<file path="config.mk">
export PLATFORM = sky130hd
export DESIGN_NAME = dp_alu_stage_flat
export DESIGN_NICKNAME = d
export VERILOG_FILES = /design/src/rtl/arm_dp_pkg.sv /design/src/rtl/dp_alu_stage_if.sv /design/src/rtl/arm_cond_check.sv /design/src/rtl/dp_alu_stage.sv /design/src/flat_wrapper.sv
export SDC_FILE = /design/constraint.sdc
export NUM_CORES = 1
export LEC_CHECK = 0
export BUFFER_PORTS_ARGS = -buffer_cell sky130_fd_sc_hd__buf_2
export CAP_MARGIN = 25
export CORE_MARGIN = 10
export CORE_UTILIZATION = 40
export DETAILED_ROUTE_END_ITERATION = 12
export SYNTH_ARGS = -nofsm -noshare
export SYNTH_HDL_FRONTEND = slang
export SYNTH_SLANG_ARGS = --single-unit
</file>
<file path="constraint.sdc">
create_clock -name clk -period 11.3 [get_ports clk]
set_input_delay 3.39 -clock clk [delete_from_list [all_inputs] [get_ports clk]]
set_output_delay 3.39 -clock clk [all_outputs]
set_load 0.05 [all_outputs]
</file>
<file path="src/rtl/arm_dp_pkg.sv">
// Shared constants for the ARM data-processing execute path.
// Provides opcode and condition encodings, NZCV bit indices and the
// writeback beat payload used by dp_alu_stage.
package arm_dp_pkg;

   localparam int unsigned DATA_W = 32;
   localparam int unsigned REG_W  = 4;

   // Data-processing opcodes, instruction bits [24:21]
   localparam logic [3:0] OP_AND = 4'h0;
   localparam logic [3:0] OP_EOR = 4'h1;
   localparam logic [3:0] OP_SUB = 4'h2;
   localparam logic [3:0] OP_RSB = 4'h3;
   localparam logic [3:0] OP_ADD = 4'h4;
   localparam logic [3:0] OP_ADC = 4'h5;
   localparam logic [3:0] OP_SBC = 4'h6;
   localparam logic [3:0] OP_RSC = 4'h7;
   localparam logic [3:0] OP_TST = 4'h8;
   localparam logic [3:0] OP_TEQ = 4'h9;
   localparam logic [3:0] OP_CMP = 4'hA;
   localparam logic [3:0] OP_CMN = 4'hB;
   localparam logic [3:0] OP_ORR = 4'hC;
   localparam logic [3:0] OP_MOV = 4'hD;
   localparam logic [3:0] OP_BIC = 4'hE;
   localparam logic [3:0] OP_MVN = 4'hF;

   // Condition field encodings, instruction bits [31:28]
   localparam logic [3:0] COND_EQ = 4'h0;
   localparam logic [3:0] COND_NE = 4'h1;
   localparam logic [3:0] COND_CS = 4'h2;
   localparam logic [3:0] COND_CC = 4'h3;
   localparam logic [3:0] COND_MI = 4'h4;
   localparam logic [3:0] COND_PL = 4'h5;
   localparam logic [3:0] COND_VS = 4'h6;
   localparam logic [3:0] COND_VC = 4'h7;
   localparam logic [3:0] COND_HI = 4'h8;
   localparam logic [3:0] COND_LS = 4'h9;
   localparam logic [3:0] COND_GE = 4'hA;
   localparam logic [3:0] COND_LT = 4'hB;
   localparam logic [3:0] COND_GT = 4'hC;
   localparam logic [3:0] COND_LE = 4'hD;
   localparam logic [3:0] COND_AL = 4'hE;
   localparam logic [3:0] COND_NV = 4'hF;

   // Bit positions inside the {N,Z,C,V} flag vector
   localparam int unsigned FLAG_N = 3;
   localparam int unsigned FLAG_Z = 2;
   localparam int unsigned FLAG_C = 1;
   localparam int unsigned FLAG_V = 0;

   // Writeback beat held in the output register
   typedef struct packed {
      logic              we;
      logic [REG_W-1:0]  rd;
      logic [DATA_W-1:0] result;
   } wb_beat_t;

   // TST/TEQ/CMP/CMN: always set flags, never write a register
   function automatic logic is_compare_op(input logic [3:0] op);
      return op[3:2] == 2'b10;
   endfunction

endpackage

</file>
<file path="src/rtl/dp_alu_stage_if.sv">
// Decoded-beat input and writeback-beat output bundle of dp_alu_stage.
// slave : the ALU stage (consumes in_*, produces out_*)
// master: the surrounding pipeline (shifter upstream, regfile downstream)
interface dp_alu_stage_if;
   import arm_dp_pkg::*;

   logic              in_valid;
   logic              in_ready;
   logic [3:0]        in_cond;
   logic [3:0]        in_opcode;
   logic              in_s;
   logic [REG_W-1:0]  in_rd;
   logic [DATA_W-1:0] in_op1;
   logic [DATA_W-1:0] in_op2;
   logic              in_shift_c;

   logic              out_valid;
   logic              out_ready;
   logic              out_we;
   logic [REG_W-1:0]  out_rd;
   logic [DATA_W-1:0] out_result;

   modport slave (
      input  in_valid, in_cond, in_opcode, in_s, in_rd, in_op1, in_op2, in_shift_c,
      input  out_ready,
      output in_ready,
      output out_valid, out_we, out_rd, out_result
   );

   modport master (
      output in_valid, in_cond, in_opcode, in_s, in_rd, in_op1, in_op2, in_shift_c,
      output out_ready,
      input  in_ready,
      input  out_valid, out_we, out_rd, out_result
   );
endinterface

</file>
<file path="src/rtl/arm_cond_check.sv">
// ARM condition-code evaluator; purely combinational.
// cond : condition field [31:28]
// nzcv : current flags {N,Z,C,V}
// pass : 1 when the instruction should execute
module arm_cond_check
   import arm_dp_pkg::*;
(
   input  logic [3:0] cond,
   input  logic [3:0] nzcv,
   output logic       pass
);

   logic n, z, c, v;

   always_comb begin
      n    = nzcv[FLAG_N];
      z    = nzcv[FLAG_Z];
      c    = nzcv[FLAG_C];
      v    = nzcv[FLAG_V];
      pass = 1'b0;
      case (cond)
         COND_EQ: pass = z;
         COND_NE: pass = !z;
         COND_CS: pass = c;
         COND_CC: pass = !c;
         COND_MI: pass = n;
         COND_PL: pass = !n;
         COND_VS: pass = v;
         COND_VC: pass = !v;
         COND_HI: pass = c & !z;
         COND_LS: pass = !c | z;
         COND_GE: pass = (n == v);
         COND_LT: pass = (n != v);
         COND_GT: pass = !z & (n == v);
         COND_LE: pass = z | (n != v);
         COND_AL: pass = 1'b1;
         default: pass = 1'b0;   // NV never executes
      endcase
   end

endmodule

</file>
<file path="src/rtl/dp_alu_stage.sv">
// ARM data-processing execute stage.
// clk, rst   : clock, synchronous active-high reset
// flush      : drop the pending writeback beat and block acceptance
// bus        : decoded input beat and registered writeback beat (valid/ready)
// flag_c     : registered C flag, feeds the op2 shifter carry-in
// flags_nzcv : architectural {N,Z,C,V}
module dp_alu_stage
   import arm_dp_pkg::*;
(
   input  logic              clk,
   input  logic              rst,
   input  logic              flush,
   dp_alu_stage_if.slave     bus,
   output logic              flag_c,
   output logic [3:0]        flags_nzcv
);

   logic [3:0]        flags_q, flags_d;
   wb_beat_t          wb_q, wb_d;
   logic              out_valid_q, out_valid_d;

   logic              in_ready_c;
   logic              accept;
   logic              pass;
   logic              arith;
   logic              cin;
   logic [DATA_W-1:0] add_a, add_b;
   logic [DATA_W:0]   sum;
   logic [DATA_W-1:0] result;
   logic              ovf;
   logic              commit;

   arm_cond_check u_cond (
      .cond (bus.in_cond),
      .nzcv (flags_q),
      .pass (pass)
   );

   // Single output stage: free when empty or draining this cycle
   assign in_ready_c = !flush & (!out_valid_q | bus.out_ready);
   assign accept     = bus.in_valid & in_ready_c;

   // Adder operand selection; subtraction is a + ~b + carry
   always_comb begin
      add_a = bus.in_op1;
      add_b = bus.in_op2;
      cin   = 1'b0;
      arith = 1'b0;
      case (bus.in_opcode)
         OP_SUB, OP_CMP: begin add_b = ~bus.in_op2; cin = 1'b1; arith = 1'b1; end
         OP_RSB: begin add_a = bus.in_op2; add_b = ~bus.in_op1; cin = 1'b1; arith = 1'b1; end
         OP_ADD, OP_CMN: arith = 1'b1;
         OP_ADC: begin cin = flags_q[FLAG_C]; arith = 1'b1; end
         OP_SBC: begin add_b = ~bus.in_op2; cin = flags_q[FLAG_C]; arith = 1'b1; end
         OP_RSC: begin add_a = bus.in_op2; add_b = ~bus.in_op1; cin = flags_q[FLAG_C]; arith = 1'b1; end
         default: ;
      endcase
      sum = {1'b0, add_a} + {1'b0, add_b} + (DATA_W+1)'(cin);
      ovf = (add_a[DATA_W-1] == add_b[DATA_W-1]) & (sum[DATA_W-1] != add_a[DATA_W-1]);
   end

   // Result mux
   always_comb begin
      result = sum[DATA_W-1:0];
      case (bus.in_opcode)
         OP_AND, OP_TST: result = bus.in_op1 & bus.in_op2;
         OP_EOR, OP_TEQ: result = bus.in_op1 ^ bus.in_op2;
         OP_ORR:         result = bus.in_op1 | bus.in_op2;
         OP_MOV:         result = bus.in_op2;
         OP_BIC:         result = bus.in_op1 & ~bus.in_op2;
         OP_MVN:         result = ~bus.in_op2;
         default: ;
      endcase
   end

   // Next-state: flag commit and output register
   always_comb begin
      flags_d     = flags_q;
      wb_d        = wb_q;
      out_valid_d = out_valid_q;
      commit      = accept & pass & (bus.in_s | is_compare_op(bus.in_opcode));

      if (commit) begin
         flags_d[FLAG_N] = result[DATA_W-1];
         flags_d[FLAG_Z] = (result == '0);
         flags_d[FLAG_C] = arith ? sum[DATA_W] : bus.in_shift_c;
         flags_d[FLAG_V] = arith ? ovf : flags_q[FLAG_V];
      end

      if (flush) begin
         out_valid_d = 1'b0;
      end else if (accept) begin
         out_valid_d = 1'b1;
         wb_d.we     = pass & !is_compare_op(bus.in_opcode);
         wb_d.rd     = bus.in_rd;
         wb_d.result = result;
      end else if (bus.out_ready) begin
         out_valid_d = 1'b0;
      end
   end

   always_ff @(posedge clk) begin
      if (rst) begin
         flags_q     <= '0;
         wb_q        <= '0;
         out_valid_q <= 1'b0;
      end else begin
         flags_q     <= flags_d;
         wb_q        <= wb_d;
         out_valid_q <= out_valid_d;
      end
   end

   assign bus.in_ready   = in_ready_c;
   assign bus.out_valid  = out_valid_q;
   assign bus.out_we     = wb_q.we;
   assign bus.out_rd     = wb_q.rd;
   assign bus.out_result = wb_q.result;
   assign flags_nzcv     = flags_q;
   assign flag_c         = flags_q[FLAG_C];

endmodule

</file>
<file path="src/flat_wrapper.sv">
// flat-port wrapper written by rule: the top's interface ports become plain ports
module dp_alu_stage_flat import arm_dp_pkg::*;
  (clk, rst, flush, flag_c, flags_nzcv, bus_in_valid, bus_in_cond, bus_in_opcode, bus_in_s, bus_in_rd, bus_in_op1, bus_in_op2, bus_in_shift_c, bus_out_ready, bus_in_ready, bus_out_valid, bus_out_we, bus_out_rd, bus_out_result);
  dp_alu_stage_if bus_i ();
  input  logic clk;
  input  logic rst;
  input  logic flush;
  output logic flag_c;
  output logic [3:0] flags_nzcv;
  input wire logic [$bits(bus_i.in_valid)-1:0] bus_in_valid;
  input wire logic [$bits(bus_i.in_cond)-1:0] bus_in_cond;
  input wire logic [$bits(bus_i.in_opcode)-1:0] bus_in_opcode;
  input wire logic [$bits(bus_i.in_s)-1:0] bus_in_s;
  input wire logic [$bits(bus_i.in_rd)-1:0] bus_in_rd;
  input wire logic [$bits(bus_i.in_op1)-1:0] bus_in_op1;
  input wire logic [$bits(bus_i.in_op2)-1:0] bus_in_op2;
  input wire logic [$bits(bus_i.in_shift_c)-1:0] bus_in_shift_c;
  input wire logic [$bits(bus_i.out_ready)-1:0] bus_out_ready;
  output wire logic [$bits(bus_i.in_ready)-1:0] bus_in_ready;
  output wire logic [$bits(bus_i.out_valid)-1:0] bus_out_valid;
  output wire logic [$bits(bus_i.out_we)-1:0] bus_out_we;
  output wire logic [$bits(bus_i.out_rd)-1:0] bus_out_rd;
  output wire logic [$bits(bus_i.out_result)-1:0] bus_out_result;
  assign bus_i.in_valid = bus_in_valid;
  assign bus_i.in_cond = bus_in_cond;
  assign bus_i.in_opcode = bus_in_opcode;
  assign bus_i.in_s = bus_in_s;
  assign bus_i.in_rd = bus_in_rd;
  assign bus_i.in_op1 = bus_in_op1;
  assign bus_i.in_op2 = bus_in_op2;
  assign bus_i.in_shift_c = bus_in_shift_c;
  assign bus_i.out_ready = bus_out_ready;
  assign bus_in_ready = bus_i.in_ready;
  assign bus_out_valid = bus_i.out_valid;
  assign bus_out_we = bus_i.out_we;
  assign bus_out_rd = bus_i.out_rd;
  assign bus_out_result = bus_i.out_result;
  dp_alu_stage u_core (.clk(clk), .rst(rst), .flush(flush), .bus(bus_i), .flag_c(flag_c), .flags_nzcv(flags_nzcv));
endmodule
</file>
# == Word level (Yosys, flattened, before mapping) ==
# Index checks and enable logic that the tools add are counted.
# word_totals
register_bits,42
in_bits,83
wordCells,91
out_inout_bits,44
# classes
n_eq_ne,34
bitwise_logic,19
addsub,2
mux,9
reduce_logical,21
# op_table
op,n
32-bit case mux with 6 select lines,1
32-bit AND,2
32-bit inverter,2
32-bit case mux with 2 select lines,1
4-bit == test (second input constant),15
32-bit by 32-bit adder with 33-bit output,1
33-bit by 1-bit adder with 33-bit output,1
4-bit by 3-bit == test with 1-bit output (second input constant),8
32-bit logical NOT,1
32-bit two-way mux,1
32-bit OR,1
32-bit bitwise XOR,1
4-bit by 2-bit == test with 1-bit output (second input constant),4
1-bit case mux with 15 select lines,1
3-bit OR reduction,3
1-bit AND,8
4-bit by 1-bit == test with 1-bit output (second input constant),2
4-bit logical NOT,2
2-bit OR reduction,4
8-bit OR reduction,1
1-bit logical NOT,7
1-bit two-way mux,4
1-bit OR,4
2-bit AND reduction,2
6 further kinds,8

# == Longest topological paths before layout ==
# Gate-level depths: netlist of run 1.
# logic_depth
depth_word,7
depth_mapped,22

# == By module ==
# Synthesis of run 1 repeated with hierarchy kept, for this count alone.
# hier_totals
hier_cells,1086
hier_area_um2,7089.3
# modules_own_cells
module,seq_area_each_um2,cells_per_inst,area_per_inst_um2,n_inst
dp_alu_stage,840.8,1058,6895.4,1
arm_cond_check,0.0,28,193.9,1

# == Least setup slack after synthesis of run 1 ==
# No wires, ideal clock.
# synth_path
kind,input to register
start,in bus_in_opcode[0]
end,"reg u_core.flags_q[2], in the netlist u_core.flags_nzcv[2]"
path_stages,22
path_slack_ns,3.476
required_time_ns,11.231
setup_ns,0.069
arrival_ns,7.755
path_cell_list,clkbuf_1 > clkbuf_1 > clkbuf_1 > nand3_1 > o31ai_1 > clkbuf_1 > nand2_1 > o21ai_0 > o21ai_0 > fa_1 > inv_1 > fa_1 > nand2b_1 > a21oi_2 > o311ai_2 > a21oi_1 > o31ai_2 > o2bb2ai_1 > a2111o_1 > a2111oi_2 > nand4_1 > o21ai_1
# synth_between
elab_chain_len,7
# synth_rtl
element,line,rtl
"start, declared",flat_wrapper.sv:12,input wire logic [$bits(bus_i.in_opcode)-1:0] bus_in_opcode;
"4-bit by 2-bit == test with 1-bit output, or another cell as far along",dp_alu_stage.sv:49,case (bus.in_opcode)
3-bit OR reduction (no line) / 2-bit OR reduction (equally long branches),-,
32-bit case mux with 2 select lines / 32-bit two-way mux (equally long branches),dp_alu_stage.sv:49,
32-bit by 32-bit adder with 33-bit output,dp_alu_stage.sv:58,"sum = {1'b0, add_a} + {1'b0, add_b} + (DATA_W+1)'(cin);"
33-bit by 1-bit adder with 33-bit output,dp_alu_stage.sv:58,
32-bit case mux with 6 select lines *,dp_alu_stage.sv:65,case (bus.in_opcode)
32-bit logical NOT *,dp_alu_stage.sv:85,flags_d[FLAG_Z] = (result == '0);
"end signal, assigned",dp_alu_stage.sv:108,flags_q <= flags_d;
"end, declared",dp_alu_stage.sv:18,"logic [3:0] flags_q, flags_d;"
# Mark *: on every way between the ends. The rest lies on a longest branch, timed or not.
# A chain may end at the register's enable or synchronous reset.

# == Worst setup path in the final report of run 1 ==
# layout_path
start,in bus_in_opcode[3]
end,"reg u_core.flags_q[2], in the netlist u_core.flags_nzcv[2]"
# layout_between
elab_chain_len,7
# layout_rtl
element,line
"4-bit by 2-bit == test with 1-bit output, or another cell as far along",dp_alu_stage.sv:49
3-bit OR reduction (no line) / 2-bit OR reduction (equally long branches),-
32-bit case mux with 2 select lines / 32-bit two-way mux (equally long branches),dp_alu_stage.sv:49
32-bit by 32-bit adder with 33-bit output,dp_alu_stage.sv:58
33-bit by 1-bit adder with 33-bit output,dp_alu_stage.sv:58
32-bit case mux with 6 select lines,dp_alu_stage.sv:65
32-bit logical NOT,dp_alu_stage.sv:85
# Parallel ways exist; a longest one is shown, timed or not.

==> flow_metrics.env, run 1 <==
export IMPL_grt_met2_usage=0.303
export IMPL_status="complete, no violations"
export IMPL_multi_input_area_um2=5520
export IMPL_min_path_cells=2
export IMPL_r2r_start="u_core.flags_nzcv[1]"
export IMPL_cp_max_fo=97
export IMPL_clkLatencyLatePin_ns=0.28
export IMPL_yosysSeqAreaShare=0.120
export IMPL_met3_usage=0.0404
export IMPL_yosys_warnings=0
export IMPL_antenna_left=0
export IMPL_post_cts_resized=0
export IMPL_initial_core_util=0.406
export IMPL_synth_distinct_cells=85
export IMPL_die_w_um=152
export IMPL_grt_use_met1=0.300
export IMPL_cts_sinks=42
export IMPL_relSlewSlack=0.215
export IMPL_die_h_um=152
export IMPL_ff_latch_area_um2=841
export IMPL_synth_main_ff_cell="dfxtp_1"
export IMPL_syn_num_nets=1222
export IMPL_critPathMaxStageDelay_ns=0.76
export IMPL_synth_area_leader_cell="dfxtp_1"
export IMPL_drv_slew=0
export IMPL_totalPowerFinal_uw=798
export IMPL_htreeDepth=2
export IMPL_track_usage=0.206
export IMPL_post_route_min_period_ns=8.38
export IMPL_syn_inst=1074
export IMPL_syn2layout_area_growth_pct=12.1
export IMPL_drc_errors=0
export IMPL_nets=1296
export IMPL_grt_pass1_wl_um=40300
export IMPL_dr_pass1_iters=6
export IMPL_synthTopCellsByCount="152 x nand2_1, 138 x o21ai_0, 94 x a21oi_1"
export IMPL_via_per_inst=5.82
export IMPL_cts_tree="done"
export IMPL_crit_arrival_ns=8.60
export IMPL_synth_area_um2=6980
export IMPL_io_pins=127
export IMPL_wl_per_cell_um=18.4
export IMPL_r2r_end="u_core.flags_nzcv[2]"
export IMPL_period_share=0.742
export IMPL_placeableCoreArea_um2=17200
export IMPL_synth_most_common_cell="nand2_1"
export IMPL_startpoint_type="input port"
export IMPL_synth_area_leaders="dfxtp_1 12%, ha_1 11%, o21ai_0 9.9%, nand2_1 8.2%, a21oi_1 6.7%"
export IMPL_cts_hold_buf=0
export IMPL_drt_initial_drc_count=730
export IMPL_cp_slowest_cell="a221oi_1"
export IMPL_fp_row_count=48
export IMPL_crit_path_end_kind="flip-flop"
export IMPL_final_hold_viol_count=0
export IMPL_grt_pass1_vias=7352
export IMPL_fill_cells=1865
export IMPL_cts_root_buf="clkbuf_16"
export IMPL_setup_tns_ns=0
export IMPL_finalWirelength_um=25300
export IMPL_cts_buffer_depth=2
export IMPL_clkTransAtPathRegs_ns=0.06
export IMPL_rr_worst_depth=15
export IMPL_ir_drop_uv=72.6
export IMPL_power_density_nw_per_um2=102
export IMPL_min_delay_path_class="flip-flop to flip-flop"
export IMPL_fin_skew_ns=0.00399
export IMPL_path_cells="buf_2, inv_1, nand3_2, buf_4, o31ai_4, nand2_1, o21ai_0, o21ai_0, fa_1, inv_1, fa_1, nand2b_1, a21oi_2, o311ai_1, nand3_1, xor2_1, a221oi_1, o2111ai_1, nor4b_1, nand4_1, o21ai_1"
export IMPL_synth_enable_flop_cells=0
export IMPL_busiest_layer="met2"
export IMPL_r2r_slack_ns=6.71
export IMPL_critPathKind="input port to flip-flop"
export IMPL_fmax_ghz=0.119
export IMPL_die_area_um2=23100
export IMPL_setup_violations=0
export IMPL_layout_drive_gt1_share=0.155
export IMPL_cp_required_ns=11.52
export IMPL_grt_max_degree=98
export IMPL_antenna_found_initial=0
export IMPL_avgSynthCellArea_um2=6.50
export IMPL_cts_buffers=5
export IMPL_hold_path_end="u_core.bus.out_rd[2]"
export IMPL_globalplace_congestion=1.02
export IMPL_gr_total_overflow=0
export IMPL_ys_ff_latch=42
export IMPL_worstMarginPinSlew_ns=1.16
export IMPL_cts_setup_buffers=0
export IMPL_async_flop_share=0
export IMPL_synth_top_area_frac=0.120
export IMPL_grt_setup_unrepaired="false"
export IMPL_via_count=7999
export IMPL_p_leak_nw=3.48
export IMPL_maxCapViolations=0
export IMPL_hpwlAfterDp_um=19600
export IMPL_portBuffers=126
export IMPL_hp_start="u_core.bus.out_rd[2]"
==> cells by family after synthesis <==
kind of cell    count (synthesis)  synth area share
compound gates                408             0.366
simple gates                  357             0.233
buf+inv                       148            0.0925
fa+ha+maj                      65             0.119
xor+xnor                       48            0.0602
flops                          42             0.120
mux                             6           0.00861
==> cell type report <==
class | count | share of cell area
Clock inverter | 1 | 0.00384
Antenna cell | 1 | 0.000320
Sequential cell | 42 | 0.107
Timing Repair Buffer | 137 | 0.0912
Inverter | 78 | 0.0374
Tap cell | 225 | 0.0360
Multi-Input combinational cell | 884 | 0.706
Clock buffer | 6 | 0.0178
==> metrics by stage <==
stage | hold WS, ns | area [um2] | util | instances | setup slack (ns)
3_5_place_dp | 0.451 | 7650 | 0.445 | 1366 | 2.75
6_report | 0.454 | 7820 | 0.455 | 1374 | 2.92
4_1_cts | 0.458 | 7820 | 0.455 | 1373 | 3.02
2_1_floorplan | 0.671 | 6980 | - | 1074 | 3.48
3_3_place_gp | 0.442 | 7650 | 0.445 | 1366 | 2.78
5_1_grt | 0.478 | 7820 | 0.455 | 1373 | 2.41
==> worst max path at each step <==
stage                           endpoint  cells after the start  slack (ns)        startpoint
detailed placement  u_core.flags_nzcv[2]                     21        2.75  bus_in_opcode[3]
global placement    u_core.flags_nzcv[2]                     21        2.78  bus_in_opcode[3]
CTS                 u_core.flags_nzcv[2]                     21        3.02  bus_in_opcode[3]
global route        u_core.flags_nzcv[2]                     21        2.41  bus_in_opcode[3]
floorplan           u_core.flags_nzcv[2]                     22        3.48  bus_in_opcode[0]
finish              u_core.flags_nzcv[2]                     21        2.92  bus_in_opcode[3]
==> state kept, by name (all words and copies together), names as in the netlist <==
register,flops
u_core.bus.out_valid,1
u_core.flags_nzcv,4
u_core.bus.out_we,1
u_core.bus.out_result,32
u_core.bus.out_rd,4
==> where the power goes <==
group | total [mW] | switching, mW | internal (mW)
combinational | 0.471 | 0.309 | 0.162
clock | 0.162 | 0.0534 | 0.109
sequential | 0.165 | 0.00618 | 0.159
total | 0.798 | 0.368 | 0.429
==> worst max-delay path, delay by kind of cell <==
| family | cells | cell delay, ns |
|---|---|---|
| AOI/OAI and AO/OA | 8 | 2.11 |
| xor gates and xnor gates | 1 | 0.12 |
| adders and majority gates | 2 | 0.73 |
| buffers and inverters | 4 | 0.96 |
| and+or+nand+nor | 6 | 1.27 |
==> cells in the final DEF (no fill, tap or decap), types with 6 or more instances in the layout <==
cell,count
dfxtp_1,42
nor3_1,33
nor2_1,85
o221ai_1,9
nand2b_1,8
a21oi_1,93
a21o_1,10
inv_1,77
buf_4,11
o31ai_1,6
xnor2_1,29
a21oi_2,6
nand4_1,10
and3_1,6
mux2i_1,6
xor2_1,19
or3_1,6
nand3_1,18
buf_2,126
o21ai_1,7
a221oi_1,6
a211oi_1,22
nand2_1,152
o211ai_1,11
o22ai_1,17
o2111ai_1,6
a22oi_1,8
ha_1,63
o21ai_0,138
a31oi_1,16
==> layer usage <==
metal,share of wire,routed length (um),up-vias
li1,-,-,4038
met1,0.48,12200,3617
met2,0.41,10400,320
met3,0.094,2390,24
met4,0.013,334,0
met5,0,0,-
(Power assumes the default switching activity.)
==> inputs of run 2 (changes only) <==
==> constraint.sdc (replaced) <==
create_clock -name clk -period 8.1 [get_ports clk]
set_input_delay 2.43 -clock clk [delete_from_list [all_inputs] [get_ports clk]]
set_output_delay 2.43 -clock clk [all_outputs]
set_load 0.05 [all_outputs]
==> flow_metrics.env, run 2 (synthesis results as in run 1) <==
export IMPL_cts_sinks=42
export IMPL_syn2layout_area_growth_pct=12.0
export IMPL_globalplace_congestion=1.03
export IMPL_hold_slack_ns=0.453
export IMPL_crit_arrival_ns=7.21
export IMPL_crit_path_end_kind="flip-flop"
export IMPL_crit_top_cell="o21ai_0"
export IMPL_critPathBufInv=3
export IMPL_fp_row_count=48
export IMPL_io_pins=127
export IMPL_power_density_nw_per_um2=139
export IMPL_post_route_min_period_ns=6.99
export IMPL_initial_core_util=0.406
export IMPL_startpoint_type="input port"
export IMPL_status="complete, no violations"
export IMPL_fmax_ghz=0.143
export IMPL_setup_violations=0
export IMPL_antenna_left=0
export IMPL_cp_slowest_cell="o31ai_4"
export IMPL_die_area_um2=23100
export IMPL_worstMarginPinSlew_ns=0.781
export IMPL_layout_commonest_cell="nand2_1"
export IMPL_grt_pass1_wl_um=41100
export IMPL_antenna_found_initial=0
export IMPL_grt_pass1_vias=7507
export IMPL_clkTransAtPathRegs_ns=0.06
export IMPL_path_cells="buf_2, inv_1, o31ai_4, buf_4, nand2_1, o21ai_0, o21ai_0, ha_1, a21oi_1, o21a_1, a2bb2oi_1, nand3_1, a311o_1, a31oi_1, o2111ai_1, a2111oi_2, nand4_1, o21ai_1"
export IMPL_cts_tree="done"
export IMPL_grt_max_degree=97
export IMPL_die_w_um=152
export IMPL_cts_setup_buffers=0
export IMPL_num_antenna_cells=0
export IMPL_min_delay_path_class="flip-flop to flip-flop"
export IMPL_portBuffers=126
export IMPL_drv_slew=0
export IMPL_relSlewSlack=0.479
export IMPL_largest_reg_flops=32
export IMPL_dp_cells=1368
export IMPL_placeableCoreArea_um2=17200
export IMPL_critical_path_top_delay_family="compound AO/OA/AOI/OAI gates"
export IMPL_period_share=0.863
export IMPL_gr_total_overflow=0
export IMPL_cp_required_ns=8.32
export IMPL_maxCapViolations=0
export IMPL_via_per_inst=5.80
export IMPL_layout_common_cells="152 x nand2_1, 138 x o21ai_0, 126 x buf_2"
export IMPL_fin_cells=1376
export IMPL_cts_buffer_depth=2
export IMPL_via_count=7981
export IMPL_grt_setup_unrepaired="false"
export IMPL_layout_drive_gt1_share=0.157
export IMPL_htreeDepth=2
export IMPL_clkLatencyLatePin_ns=0.29
export IMPL_fin_skew_ns=0.00534
export IMPL_ir_drop_uv=127
export IMPL_finalWirelength_um=25600
export IMPL_drt_initial_drc_count=522
export IMPL_cts_root_buf="clkbuf_16"
export IMPL_final_hold_viol_count=0
export IMPL_wl_per_cell_um=18.6
export IMPL_hpwlAfterDp_um=20100
export IMPL_nets=1298
export IMPL_critPathKind="input port to flip-flop"
export IMPL_cts_buffers=5
export IMPL_setup_tns_ns=0
export IMPL_p_leak_nw=3.48
export IMPL_dr_pass1_iters=5
export IMPL_die_h_um=152
export IMPL_cp_max_fo=23
export IMPL_track_usage=0.209
export IMPL_critPathMaxStageDelay_ns=0.51
export IMPL_cts_hold_buf=0
export IMPL_drc_errors=0
export IMPL_post_cts_resized=0
==> run 2: cell type report <==
cell class	instances	area (um2)
Inverter	78	293
Tap cell	225	282
Sequential cell	42	841
Timing Repair Buffer	139	728
Clock inverter	2	12.5
Fill cell	1822	9360
Clock buffer	6	139
Multi-Input combinational cell	884	5520
==> run 2: tightest hold or removal path, stage by stage (launching register included) <==
cell	delay, ns
dfxtp_1	0.30
nand2_1	0.05
a21oi_1	0.05
==> run 2: worst paths after layout <==
path                          end            startpoint  depth (start not counted)  slack (ns)
max reg2reg  u_core.flags_nzcv[2]  u_core.flags_nzcv[1]                         15        4.00
min reg2reg  u_core.bus.out_rd[0]  u_core.bus.out_rd[0]                          2        0.45
min          u_core.bus.out_rd[0]  u_core.bus.out_rd[0]                          2        0.45
max          u_core.flags_nzcv[2]      bus_in_opcode[1]                         18        1.11
==> run 2: per-layer routing <==
layer | GRT usage | part of all wire | vias to the layer above
met5 | 0 | 0 | -
met4 | 0.0326 | 0.0076 | 0
met2 | 0.305 | 0.41 | 304
met3 | 0.0579 | 0.093 | 18
li1 | - | - | 4034
met1 | 0.301 | 0.49 | 3625
==> run 2: through the flow <==
step,total power [mW],util,instance area (um2),setup slack (ns)
after floorplan,0.701,-,6980,1.24
after global placement,0.882,0.446,7670,0.929
after detailed placement,0.881,0.446,7670,0.907
after CTS,1.08,0.455,7820,1.18
after global routing,1.17,0.455,7820,0.748
final,1.09,0.455,7820,1.11
==> run 2: where the power goes <==
group	switching, mW	leakage (nW)	total (mW)	internal, mW
clock network	0.0786	0.0729	0.200	0.122
registers	0.00889	0.345	0.230	0.221
logic	0.432	3.06	0.660	0.228
total	0.519	3.48	1.09	0.571
